--- src/rtl/arg_max_pkg.sv ---
// Shared width helpers for the frame argmax block and its power stage.
package arg_max_pkg;

  function automatic int max_w(input int a, input int b);
    return (a > b) ? a : b;
  endfunction

  function automatic int out_max_w(input int i_bits, input int q_bits);
    return 2 * max_w(i_bits, q_bits);
  endfunction

  function automatic int index_w(input int len);
    return (len > 1) ? $clog2(len) : 1;
  endfunction

endpackage

--- src/rtl/arg_max_power.sv ---
// Pipelined |x|^2 = I^2 + Q^2 stage with a valid bit.
// Exact for any signed I/Q when P_BITS = 2*max(I_BITS,Q_BITS).
module arg_max_power
  import arg_max_pkg::*;
#(
  parameter int I_BITS = 12,
  parameter int Q_BITS = 12,
  parameter int P_BITS = out_max_w(I_BITS, Q_BITS)
) (
  input  logic                     clk,
  input  logic                     n_rst,
  input  logic signed [I_BITS-1:0] xi,
  input  logic signed [Q_BITS-1:0] xq,
  input  logic                     in_valid,
  output logic                     out_valid,
  output logic        [P_BITS-1:0] power
);

  logic signed [P_BITS-1:0] xi_w;
  logic signed [P_BITS-1:0] xq_w;
  logic signed [P_BITS-1:0] ii;
  logic signed [P_BITS-1:0] qq;
  logic        [P_BITS-1:0] sum;

  assign xi_w = P_BITS'(xi);
  assign xq_w = P_BITS'(xq);
  assign ii   = xi_w * xi_w;
  assign qq   = xq_w * xq_w;
  // Both squares are non-negative, so the sum is
  // at most 2^(P_BITS-1) and never wraps.
  assign sum  = $unsigned(ii) + $unsigned(qq);

  always_ff @(posedge clk) begin
    if (!n_rst) begin
      out_valid <= 1'b0;
      power     <= '0;
    end else begin
      out_valid <= in_valid;
      power     <= sum;
    end
  end

endmodule

--- src/rtl/arg_max_frame.sv ---
// Streaming per-frame argmax of I^2+Q^2 with buffered results.
// Optional threshold detect output via ARG_MAX_THRESHOLD_EN.
module arg_max_frame
  import arg_max_pkg::*;
#(
  parameter int I_BITS       = 12,
  parameter int Q_BITS       = 12,
  parameter int LENGTH       = 1024,
  parameter int INDEX_BITS   = index_w(LENGTH),
  parameter int OUT_MAX_BITS = out_max_w(I_BITS, Q_BITS)
) (
  input  logic                     clk,
  input  logic                     n_rst,
  input  logic signed [I_BITS-1:0] xi,
  input  logic signed [Q_BITS-1:0] xq,
  input  logic                     m_axis_tvalid,
  output logic                     s_axis_tready,
  output logic                     s_axis_tvalid,
  input  logic                     m_axis_tready,
`ifdef ARG_MAX_THRESHOLD_EN
  input  logic [OUT_MAX_BITS-1:0]  threshold,
  output logic                     detect,
`endif
  output logic [OUT_MAX_BITS-1:0]  out_max,
  output logic [INDEX_BITS-1:0]    index
);

  typedef struct packed {
    logic [OUT_MAX_BITS-1:0] out_max;
    logic [INDEX_BITS-1:0]   index;
`ifdef ARG_MAX_THRESHOLD_EN
    logic                    detect;
`endif
  } res_t;

  localparam logic [INDEX_BITS-1:0] LAST =
    INDEX_BITS'(LENGTH - 1);

  logic                    accept;
  logic                    s1_valid;
  logic [OUT_MAX_BITS-1:0] s1_power;

  logic [INDEX_BITS-1:0]   cnt;
  logic [OUT_MAX_BITS-1:0] run_max;
  logic [INDEX_BITS-1:0]   run_idx;
  logic                    take;
  logic                    last;

  logic                    done_v;
  logic [OUT_MAX_BITS-1:0] done_max;
  logic [INDEX_BITS-1:0]   done_idx;
  res_t                    new_res;

  logic                    out_v, out_v_n;
  res_t                    out_res, out_n;
  logic                    pend_v, pend_v_n;
  res_t                    pend_res, pend_n;
  logic                    ready_q;

  assign accept = m_axis_tvalid && ready_q;

  arg_max_power #(
    .I_BITS (I_BITS),
    .Q_BITS (Q_BITS),
    .P_BITS (OUT_MAX_BITS)
  ) u_power (
    .clk       (clk),
    .n_rst     (n_rst),
    .xi        (xi),
    .xq        (xq),
    .in_valid  (accept),
    .out_valid (s1_valid),
    .power     (s1_power)
  );

  // First sample of a frame loads unconditionally; ties keep earliest.
  assign take = (cnt == '0) || (s1_power > run_max);
  assign last = (cnt == LAST);

  always_ff @(posedge clk) begin
    if (!n_rst) begin
      cnt      <= '0;
      run_max  <= '0;
      run_idx  <= '0;
      done_v   <= 1'b0;
      done_max <= '0;
      done_idx <= '0;
    end else begin
      done_v <= s1_valid && last;
      if (s1_valid) begin
        if (take) begin
          run_max <= s1_power;
          run_idx <= cnt;
        end
        done_max <= take ? s1_power : run_max;
        done_idx <= take ? cnt : run_idx;
        cnt      <= last ? '0 : cnt + INDEX_BITS'(1);
      end
    end
  end

  always_comb begin
    new_res         = '0;
    new_res.out_max = done_max;
    new_res.index   = done_idx;
`ifdef ARG_MAX_THRESHOLD_EN
    new_res.detect  = done_max > threshold;
`endif
  end

  // Output register drains first; pending holds one overflow result.
  always_comb begin
    out_v_n  = out_v;
    out_n    = out_res;
    pend_v_n = pend_v;
    pend_n   = pend_res;
    if (!out_v || m_axis_tready) begin
      if (pend_v) begin
        out_v_n  = 1'b1;
        out_n    = pend_res;
        pend_v_n = done_v;
        if (done_v) pend_n = new_res;
      end else begin
        out_v_n = done_v;
        if (done_v) out_n = new_res;
      end
    end else if (done_v) begin
      pend_v_n = 1'b1;
      pend_n   = new_res;
    end
  end

  always_ff @(posedge clk) begin
    if (!n_rst) begin
      out_v    <= 1'b0;
      out_res  <= '0;
      pend_v   <= 1'b0;
      pend_res <= '0;
      ready_q  <= 1'b0;
    end else begin
      out_v    <= out_v_n;
      out_res  <= out_n;
      pend_v   <= pend_v_n;
      pend_res <= pend_n;
      ready_q  <= !pend_v_n;
    end
  end

  assign s_axis_tready = ready_q;
  assign s_axis_tvalid = out_v;
  assign out_max       = out_res.out_max;
  assign index         = out_res.index;
`ifdef ARG_MAX_THRESHOLD_EN
  assign detect        = out_res.detect;
`endif

endmodule
--- config.mk ---
export PLATFORM = sky130hd
export DESIGN_NAME = arg_max_frame
export DESIGN_NICKNAME = d
export VERILOG_FILES = /design/src/rtl/arg_max_pkg.sv /design/src/rtl/arg_max_power.sv /design/src/rtl/arg_max_frame.sv
export SDC_FILE = /design/constraint.sdc
export NUM_CORES = 1
export LEC_CHECK = 0
export CORE_MARGIN = 10
export CORE_UTILIZATION = 35
export DETAILED_ROUTE_END_ITERATION = 8
export GPL_ROUTABILITY_DRIVEN = 0
export HOLD_SLACK_MARGIN = 0.15
export PLACE_DENSITY = 0.62
export SKIP_CTS_REPAIR_TIMING = 1
export SLEW_MARGIN = 20
export SYNTH_ARGS = -nofsm -noshare
export SYNTH_HDL_FRONTEND = slang
export SYNTH_SLANG_ARGS = --single-unit
--- constraint.sdc ---
create_clock -name clk -period 14.99 [get_ports clk]
set_clock_uncertainty 0.05 [all_clocks]
set_input_delay 1.499 -clock clk [delete_from_list [all_inputs] [get_ports clk]]
set_output_delay 1.499 -clock clk [all_outputs]
set_load 0.02 [all_outputs]
==> run summary, run 1 <==
The flow ran to the end, and the final reports show no timing, DRC or antenna violations. The largest total area in the synthesized netlist belongs to sky130_fd_sc_hd__fa_1. The number of port buffers is 63. The source of the worst register-to-register timing path is done_max[11]$_SDFFE_PN0P_. The final net count is 2161. The via count of the first global-routing pass came to 11700. Summed over all layers, the routed wires come to 34400 µm. The max-slew violation total from the final report was 0. In this run the count of I/O pins placed on the die edge is 64. The initial antenna violation count came out at 0.

Setup repair after global routing left no endpoint under its margin. For this run, asynchronously set or reset flops after synthesis account for 0%. The data arrival time of the critical path is 8570 ps. The worst setup path is launched from an input port.

The biggest fanout along the worst timing path is 23. The startpoint of the most critical hold path is pend_res[1]$_SDFFE_PN0P_. Counting flops with a built-in enable in the synthesized netlist gives 0. OpenSTA, run right after detailed placement, puts the worst setup slack at 6320 ps. The first global-routing pass estimated 58500 µm of wire. The HPWL reported at the end of detailed placement is 28700 µm. The floorplan die height is 232 µm.

The final antenna diode count is 0. The worst hold path belongs to the class flip-flop to flip-flop. The shortest clock period the worst path allows after layout came out at 8270 ps.

Yosys mapped the design onto 53 distinct sky130hd cell types. The core area came out at 0.0443 mm². Dividing the detail-routed via count by the number of cells gives 4.64. The transition time at the pin with the least slew margin came out at 950 ps.

Global routing consumed, over all layers together, 13.2% of the routing resources. In this run the mean area of a mapped cell was 9.15 µm². The TritonCTS buffer count came out at 17. The warning count from the yosys run is 0.

The starting density of the core is 35.5%. The count of state elements after synthesis is 141. The area growth from synthesis to layout is 10.8%. The flop-to-flop setup slack is 12090 ps.

The remaining antenna violation count is 0. The clock tree buffer depth came out at 2. The deepest level of the CTS H-tree is 4. The worst setup path is captured at a flip-flop. The fraction of final layout cells with drive strength greater than 1 is 3.15%. The type of the worst setup path is input port to flip-flop.

After routing, the total negative slack on setup checks comes to 0 ps. In the routed design, unresolved DRC markers number 0. Leaving out fill and tap cells, the most frequent cells in the layout are 375 x sky130_fd_sc_hd__inv_1, 280 x sky130_fd_sc_hd__fa_1, 241 x sky130_fd_sc_hd__nand2_1, 140 x sky130_fd_sc_hd__dfxtp_1, 119 x sky130_fd_sc_hd__ha_1.

The cell depth of the worst flop-to-flop path came out at 9. The required time of the critical path is 15290 ps. The post-layout worst setup margin came out at 6720 ps. The part of the cycle the worst path needs came out at 55.2%.

In the final routed layout, each cell accounts on average for 14.7 µm. The total nets after synthesis is 2145. After clock tree synthesis, the clock-pin slew on the worst setup and hold paths is 60 ps. The highest achievable clock rate came out at 0.121 GHz. Entering global routing, the biggest net connects 86 pins.

The total cell area at the placement stage came out at 0.0168 mm². The number of max-cap violations is 0. The count of TritonRoute iterations in the first routing pass is 5. The site row count is 77. The die is 232 µm wide. The residual overflow from global routing came out at 0. The most common cell after layout, fill and taps aside is sky130_fd_sc_hd__inv_1. In this run the critical register-to-register path is captured at done_idx[5]$_SDFFE_PN0P_. The via total after detailed routing came out at 10900. The worst hold path endpoint is pend_res[1]$_SDFFE_PN0P_. The number of violations reported at the end of detailed-routing iteration 0 is 535. The critical path goes through clkdlybuf4s50_1 -> nand2_1 -> inv_1 -> fa_1 -> inv_1 -> fa_1 -> inv_1 -> fa_1 -> fa_1 -> fa_1 -> fa_1 -> inv_1 -> fa_1 -> inv_1 -> ha_1 -> o211a_1 -> a211oi_1 -> nor2_1 -> a211o_1 -> a31oi_1 -> mux2i_1.

The insertion delay to the later sink of the worst-skew pair came out at 410 ps. The number of instances in the synthesized netlist came out at 1718. TritonCTS built the clock tree. The share of the yosys chip area belonging to registers came out at 18.0%. In this design, the critical path's most frequently occurring cell is sky130_fd_sc_hd__fa_1.

The root buffer cell chosen for the clock tree is sky130_fd_sc_hd__clkbuf_16. The total setup violations reported at the end of the flow is 0. The number of hold violations in the final report is 0. The predominant post-synthesis flop cell is sky130_fd_sc_hd__dfxtp_1. The worst hold path stage count is 2. The worst-case headroom to the max-slew limit is 36.5%.

The mapped netlist covers 0.0157 mm². The final cell area excluding filler cells came out at 0.0174 mm². Yosys attributes the largest share of cell area to sky130_fd_sc_hd__fa_1 36%, sky130_fd_sc_hd__dfxtp_1 18%, sky130_fd_sc_hd__ha_1 9.5%. The top cell type by area accounts for 35.7% of the synthesized area. The die outline area is 0.0538 mm².

The worst stage delay on the critical path is 1090 ps. Among all stages on the critical path, the largest delay is contributed by sky130_fd_sc_hd__clkdlybuf4s50_1. The clock sink count is 141.
[cells in the mapped netlist, types with 2 or more instances]
library cell               number
sky130_fd_sc_hd__mux2i_1       48
sky130_fd_sc_hd__nand3_1        7
sky130_fd_sc_hd__a21oi_1       53
sky130_fd_sc_hd__o21ai_0       36
sky130_fd_sc_hd__a21o_1        11
sky130_fd_sc_hd__a31oi_1        5
sky130_fd_sc_hd__nand4b_1       2
sky130_fd_sc_hd__o21ai_1        2
sky130_fd_sc_hd__buf_12         3
sky130_fd_sc_hd__xnor2_1       27
sky130_fd_sc_hd__nand2_1      241
sky130_fd_sc_hd__o21a_1         3
sky130_fd_sc_hd__a31o_2         2
sky130_fd_sc_hd__buf_1          2
sky130_fd_sc_hd__buf_2          2
sky130_fd_sc_hd__a211o_1        4
sky130_fd_sc_hd__dfxtp_1      141
sky130_fd_sc_hd__nand4_1        6
sky130_fd_sc_hd__clkbuf_1      65
sky130_fd_sc_hd__or2_2          5
sky130_fd_sc_hd__nor3_1        14
sky130_fd_sc_hd__ha_1         119
sky130_fd_sc_hd__nor2_1        85
sky130_fd_sc_hd__fa_1         280
sky130_fd_sc_hd__nand2b_1       9
sky130_fd_sc_hd__o211ai_1      26
sky130_fd_sc_hd__o211a_1        2
sky130_fd_sc_hd__inv_1        375
sky130_fd_sc_hd__o21bai_1       2
sky130_fd_sc_hd__xor2_1        13
sky130_fd_sc_hd__nor3b_1        2
sky130_fd_sc_hd__and3_1         5
sky130_fd_sc_hd__a41oi_1        2
sky130_fd_sc_hd__nor2b_1       16
sky130_fd_sc_hd__and2_1        68
sky130_fd_sc_hd__a211oi_1      18
[sequential cells by signal (all words and copies together) (netlist names)]
register	count
cnt	10
done_idx	10
done_max	24
done_v	1
index	10
out_max	24
pend_res	34
pend_v	1
s_axis_tready	1
s_axis_tvalid	1
u_power.out_valid	1
u_power.power	24
[metrics by stage]
stage / util, % / cells / hold slack [ps]
floorplan: - / 1718 / 386
global placement: 38.0 / 2307 / 391
detailed placement: 38.0 / 2307 / 396
CTS: 39.3 / 2339 / 404
global route: 39.3 / 2339 / 423
finish: 39.3 / 2339 / 404
[cells by family after synthesis]
family	count (synthesis)	synth area share [%]
muxes	49	3.13
buffers and inverters	449	11.1
xor gates and xnor gates	41	2.37
and+or+nand+nor	465	13.3
adders and majority gates	399	45.1
DFF	141	18.0
AOI/OAI and AO/OA	174	7.04
[worst max-delay path by stage]
stage / end / start / slack [ps] / depth (start not counted)
2_1_floorplan: u_power.power[21]$_SDFF_PN0_ / xq[11] / 7460 / 22
3_3_place_gp: u_power.power[21]$_SDFF_PN0_ / xq[11] / 6440 / 21
3_5_place_dp: u_power.power[21]$_SDFF_PN0_ / xq[11] / 6320 / 21
4_1_cts: u_power.power[21]$_SDFF_PN0_ / xq[11] / 6750 / 21
5_1_grt: u_power.power[22]$_SDFF_PN0_ / xi[11] / 6350 / 18
6_report: u_power.power[21]$_SDFF_PN0_ / xq[11] / 6720 / 21
[routing by layer]
| metal | part of all wire (%) | global-route usage, % | vias up |
|---|---|---|---|
| met4 | 1.5 | 2.90 | 0 |
| li1 | - | - | 5250 |
| met5 | 0 | 0 | - |
| met1 | 45 | 17.2 | 5379 |
| met3 | 4.5 | 1.99 | 28 |
| met2 | 49 | 22.7 | 202 |
[worst max-delay path: cells and delay by family]
family	cells	cell delay, ps
compound gates	4	1100
mux	1	190
fa+ha+maj	8	3660
buf+inv	6	1780
simple gates	2	310
[area by class of cell]
cell class / instances / area (µm²)
clock buffers: 19 / 443
multi-input cells: 1128 / 11200
well taps: 592 / 741
fillers: 4418 / 26900
repair buffers: 70 / 678
inverters: 376 / 1410
clock inverters: 13 / 141
flip-flops and latches: 141 / 2820
Power of run 1 is not shown: default switching activity piles up to over one toggle a cycle in this logic, so the estimate is an artifact.
==> inputs of run 2 (changes only) <==
--- a/config.mk
+++ b/config.mk
@@ -10,7 +10,7 @@
 export DETAILED_ROUTE_END_ITERATION = 8
 export GPL_ROUTABILITY_DRIVEN = 0
 export HOLD_SLACK_MARGIN = 0.15
-export PLACE_DENSITY = 0.62
+export PLACE_DENSITY = 0.64
 export SKIP_CTS_REPAIR_TIMING = 1
 export SLEW_MARGIN = 20
 export SYNTH_ARGS = -nofsm -noshare
==> constraint.sdc (replaced) <==
create_clock -name clk -period 7.49 [get_ports clk]
set_clock_uncertainty 0.05 [all_clocks]
set_input_delay 0.749 -clock clk [delete_from_list [all_inputs] [get_ports clk]]
set_output_delay 0.749 -clock clk [all_outputs]
set_load 0.02 [all_outputs]
==> run 2 against run 1 <==
- first-iteration DRC count is 23% higher
- sequential share of layout area fell by 0.22 points
- die area is the same
- count of clock-buffer cells in the layout grew 3
- critical path depth unchanged
- largest cell class unchanged
==> run summary, run 2 (synthesis gave the netlist of run 1 again) <==
The via total after detailed routing came out at 11000 (+1.2%). The transition time at the pin with the least slew margin came out at 848 ps (-102 ps). The ratio of routed vias to standard cells came out at 4.62 (-0.53%). In this design, the largest share of critical-path delay is due to adder cells. The data arrival time of the critical path is 7240 ps (-1330 ps). The all-layer global routing usage is 13.4% (+0.22 points).

The count of non-filler cells in the finished layout is 2379 (+1.7%). The clock sink count was 141 (unchanged). The insertion delay to the later sink of the worst-skew pair is 420 ps (about the same). The starting density of the core came to 35.5% (unchanged). The horizontal die dimension was 232 µm (unchanged).

The number of max-cap violations was 0 (unchanged). The HPWL reported at the end of detailed placement is 29300 µm (+2.2%). The wire length per cell after detailed routing came out at 14.4 µm (-2.0%). The cell count after placement came to 2348 (+1.8%). Among all stages on the critical path, the largest delay is contributed by sky130_fd_sc_hd__clkdlybuf4s50_1.

The I/O pin total is 64 (unchanged). The site row count is 77 (unchanged). The final net count is 2202 (+1.9%). The endpoint kind of the worst setup timing path is a flip-flop. The TritonCTS buffer count is 17 (unchanged). Setup repair after global routing left no endpoint under its margin. In this run the clock root is driven by a sky130_fd_sc_hd__clkbuf_16. The register with the most flip-flops is pend_res. TritonCTS built the clock tree. The number of violations reported at the end of detailed-routing iteration 0 is 660 (+23%). The fraction of final layout cells with drive strength greater than 1 came out at 5.15% (+2.0 points).

The count of TritonRoute iterations in the first routing pass came out at 5 (unchanged). The core area came out at 0.0443 mm² (unchanged). The via count of the first global-routing pass was 11900 (+1.4%). The number of flip-flops under the largest register name is 34 (unchanged). The critical path in this run is classified as input port to flip-flop. The deepest level of the CTS H-tree is 4 (unchanged). The signal on the critical path passes through clkdlybuf4s50_1 -> buf_4 -> and2_1 -> fa_1 -> inv_1 -> fa_1 -> fa_1 -> inv_1 -> fa_1 -> inv_1 -> fa_1 -> fa_1 -> fa_1 -> inv_1 -> ha_1 -> a21o_1 -> a211oi_1 -> nor2_1 -> a211o_1 -> a31oi_1 -> mux2i_1.

The most common cell after layout, fill and taps aside is sky130_fd_sc_hd__inv_1. The number of port buffers came out at 63 (unchanged). The part of the cycle the worst path needs is 92.6%. The global-route wire length before repair came out at 59100 µm (+1.1%). The clock tree buffer depth is 2 (unchanged). The worst stage delay on the critical path came out at 660 ps (-430 ps). The total setup violations reported at the end of the flow is 0 (unchanged).

The area growth from synthesis to layout came out at 12.3%. The final sum of negative setup slack came out at 0 ps (unchanged). The floorplan die height came out at 232 µm (unchanged). The utilization of the core after routing is 39.8% (+0.54 points). The top cell types in the final layout, fill and taps aside, are 375 x sky130_fd_sc_hd__inv_1, 280 x sky130_fd_sc_hd__fa_1, 241 x sky130_fd_sc_hd__nand2_1, 140 x sky130_fd_sc_hd__dfxtp_1, 119 x sky130_fd_sc_hd__ha_1. The residual overflow from global routing is 0 (unchanged).

The flow ran to the end, and the final reports show no timing, DRC or antenna violations. The remaining routing DRC violations came to 0 (unchanged). The remaining antenna violation count came to 0 (unchanged).

The worst hold slack after final layout came out at 402 ps (-2.03 ps). The max-slew violation total from the final report is 0 (unchanged). The number of buffers and inverters on the critical path came out at 6 (unchanged).

The clock-pin slew of the registers on the worst-case setup and hold paths is 60 ps (about the same). The biggest fanout along the worst timing path is 14 (-39%). The initial antenna violation count came out at 1 (+1). The shortest clock period the worst path allows after layout is 6940 ps. The worst setup path is launched from an input port. The min-delay analysis places its worst path in the category flip-flop to flip-flop. The required time of the critical path came to 7790 ps (-7500 ps). The total routed wirelength is 34300 µm (-0.36%).

The die outline area came out at 0.0538 mm² (unchanged). The worst-case headroom to the max-slew limit was 43.5% (+7.0 points). Among the stages of the critical path, the cell type that occurs most often is sky130_fd_sc_hd__fa_1. The final antenna diode count was 0 (unchanged). The flop-to-flop setup slack was 4670 ps (-7420 ps). The number of hold violations in the final report came out at 0 (unchanged).

The highest achievable clock rate is 0.144 GHz. The largest net degree at the start of global routing was 87 (+1.2%).
[run 2: path summary, 6_finish.rpt]
kind	start	endpoint	cells after the start
min	pend_res[1]$_SDFFE_PN0P_	pend_res[1]$_SDFFE_PN0P_	2
max	xi[11]	u_power.power[21]$_SDFF_PN0_	21
min reg2reg	pend_res[1]$_SDFFE_PN0P_	pend_res[1]$_SDFFE_PN0P_	2
max reg2reg	done_max[11]$_SDFFE_PN0P_	done_max[0]$_SDFFE_PN0P_	8
[run 2: layout make-up]
| cell class | count | area [µm²] |
|---|---|---|
| inverters | 376 | 1410 |
| fillers | 4453 | 26700 |
| clock buffers | 22 | 454 |
| flip-flops and latches | 141 | 2820 |
| repair buffers | 111 | 998 |
| well taps | 592 | 741 |
| multi-input cells | 1128 | 11200 |
| clock inverters | 9 | 47.5 |
[run 2: through the flow]
stage                     instance area, µm²  setup slack [ps]
after global placement                 17100               234
after global routing                   17700               200
final                                  17700               553
after detailed placement               17100               131
after CTS                              17700               574
after floorplan                        15700               712
[run 2: tightest hold or removal path: stages (launching register included)]
cell and delay [ps]:
sky130_fd_sc_hd__dfxtp_1 300, sky130_fd_sc_hd__nand2_1 50, sky130_fd_sc_hd__a21oi_1 50
[run 2: layer usage]
layer  vias up  global-route usage [%]  wire length [µm]
met4         2                    3.25               665
li1       5337                       -                 -
met5         -                       0                 7
met3        45                    2.06              1430
met2       199                    23.1             16600
met1      5403                    17.3             15600
Power of run 2 is left out for the same reason.
==> inputs of run 3 (changes only) <==
--- a/config.mk
+++ b/config.mk
@@ -5,8 +5,11 @@
 export SDC_FILE = /design/constraint.sdc
 export NUM_CORES = 1
 export LEC_CHECK = 0
+export ABC_CLOCK_PERIOD_IN_PS = 7490
+export CAP_MARGIN = 20
 export CORE_MARGIN = 10
 export CORE_UTILIZATION = 35
+export CTS_CLUSTER_DIAMETER = 150
 export DETAILED_ROUTE_END_ITERATION = 8
 export GPL_ROUTABILITY_DRIVEN = 0
 export HOLD_SLACK_MARGIN = 0.15
==> results of run 3 <==
The final DEF is identical to that of run 2; final timing and power are the same.
Power of run 3 is left out for the same reason.
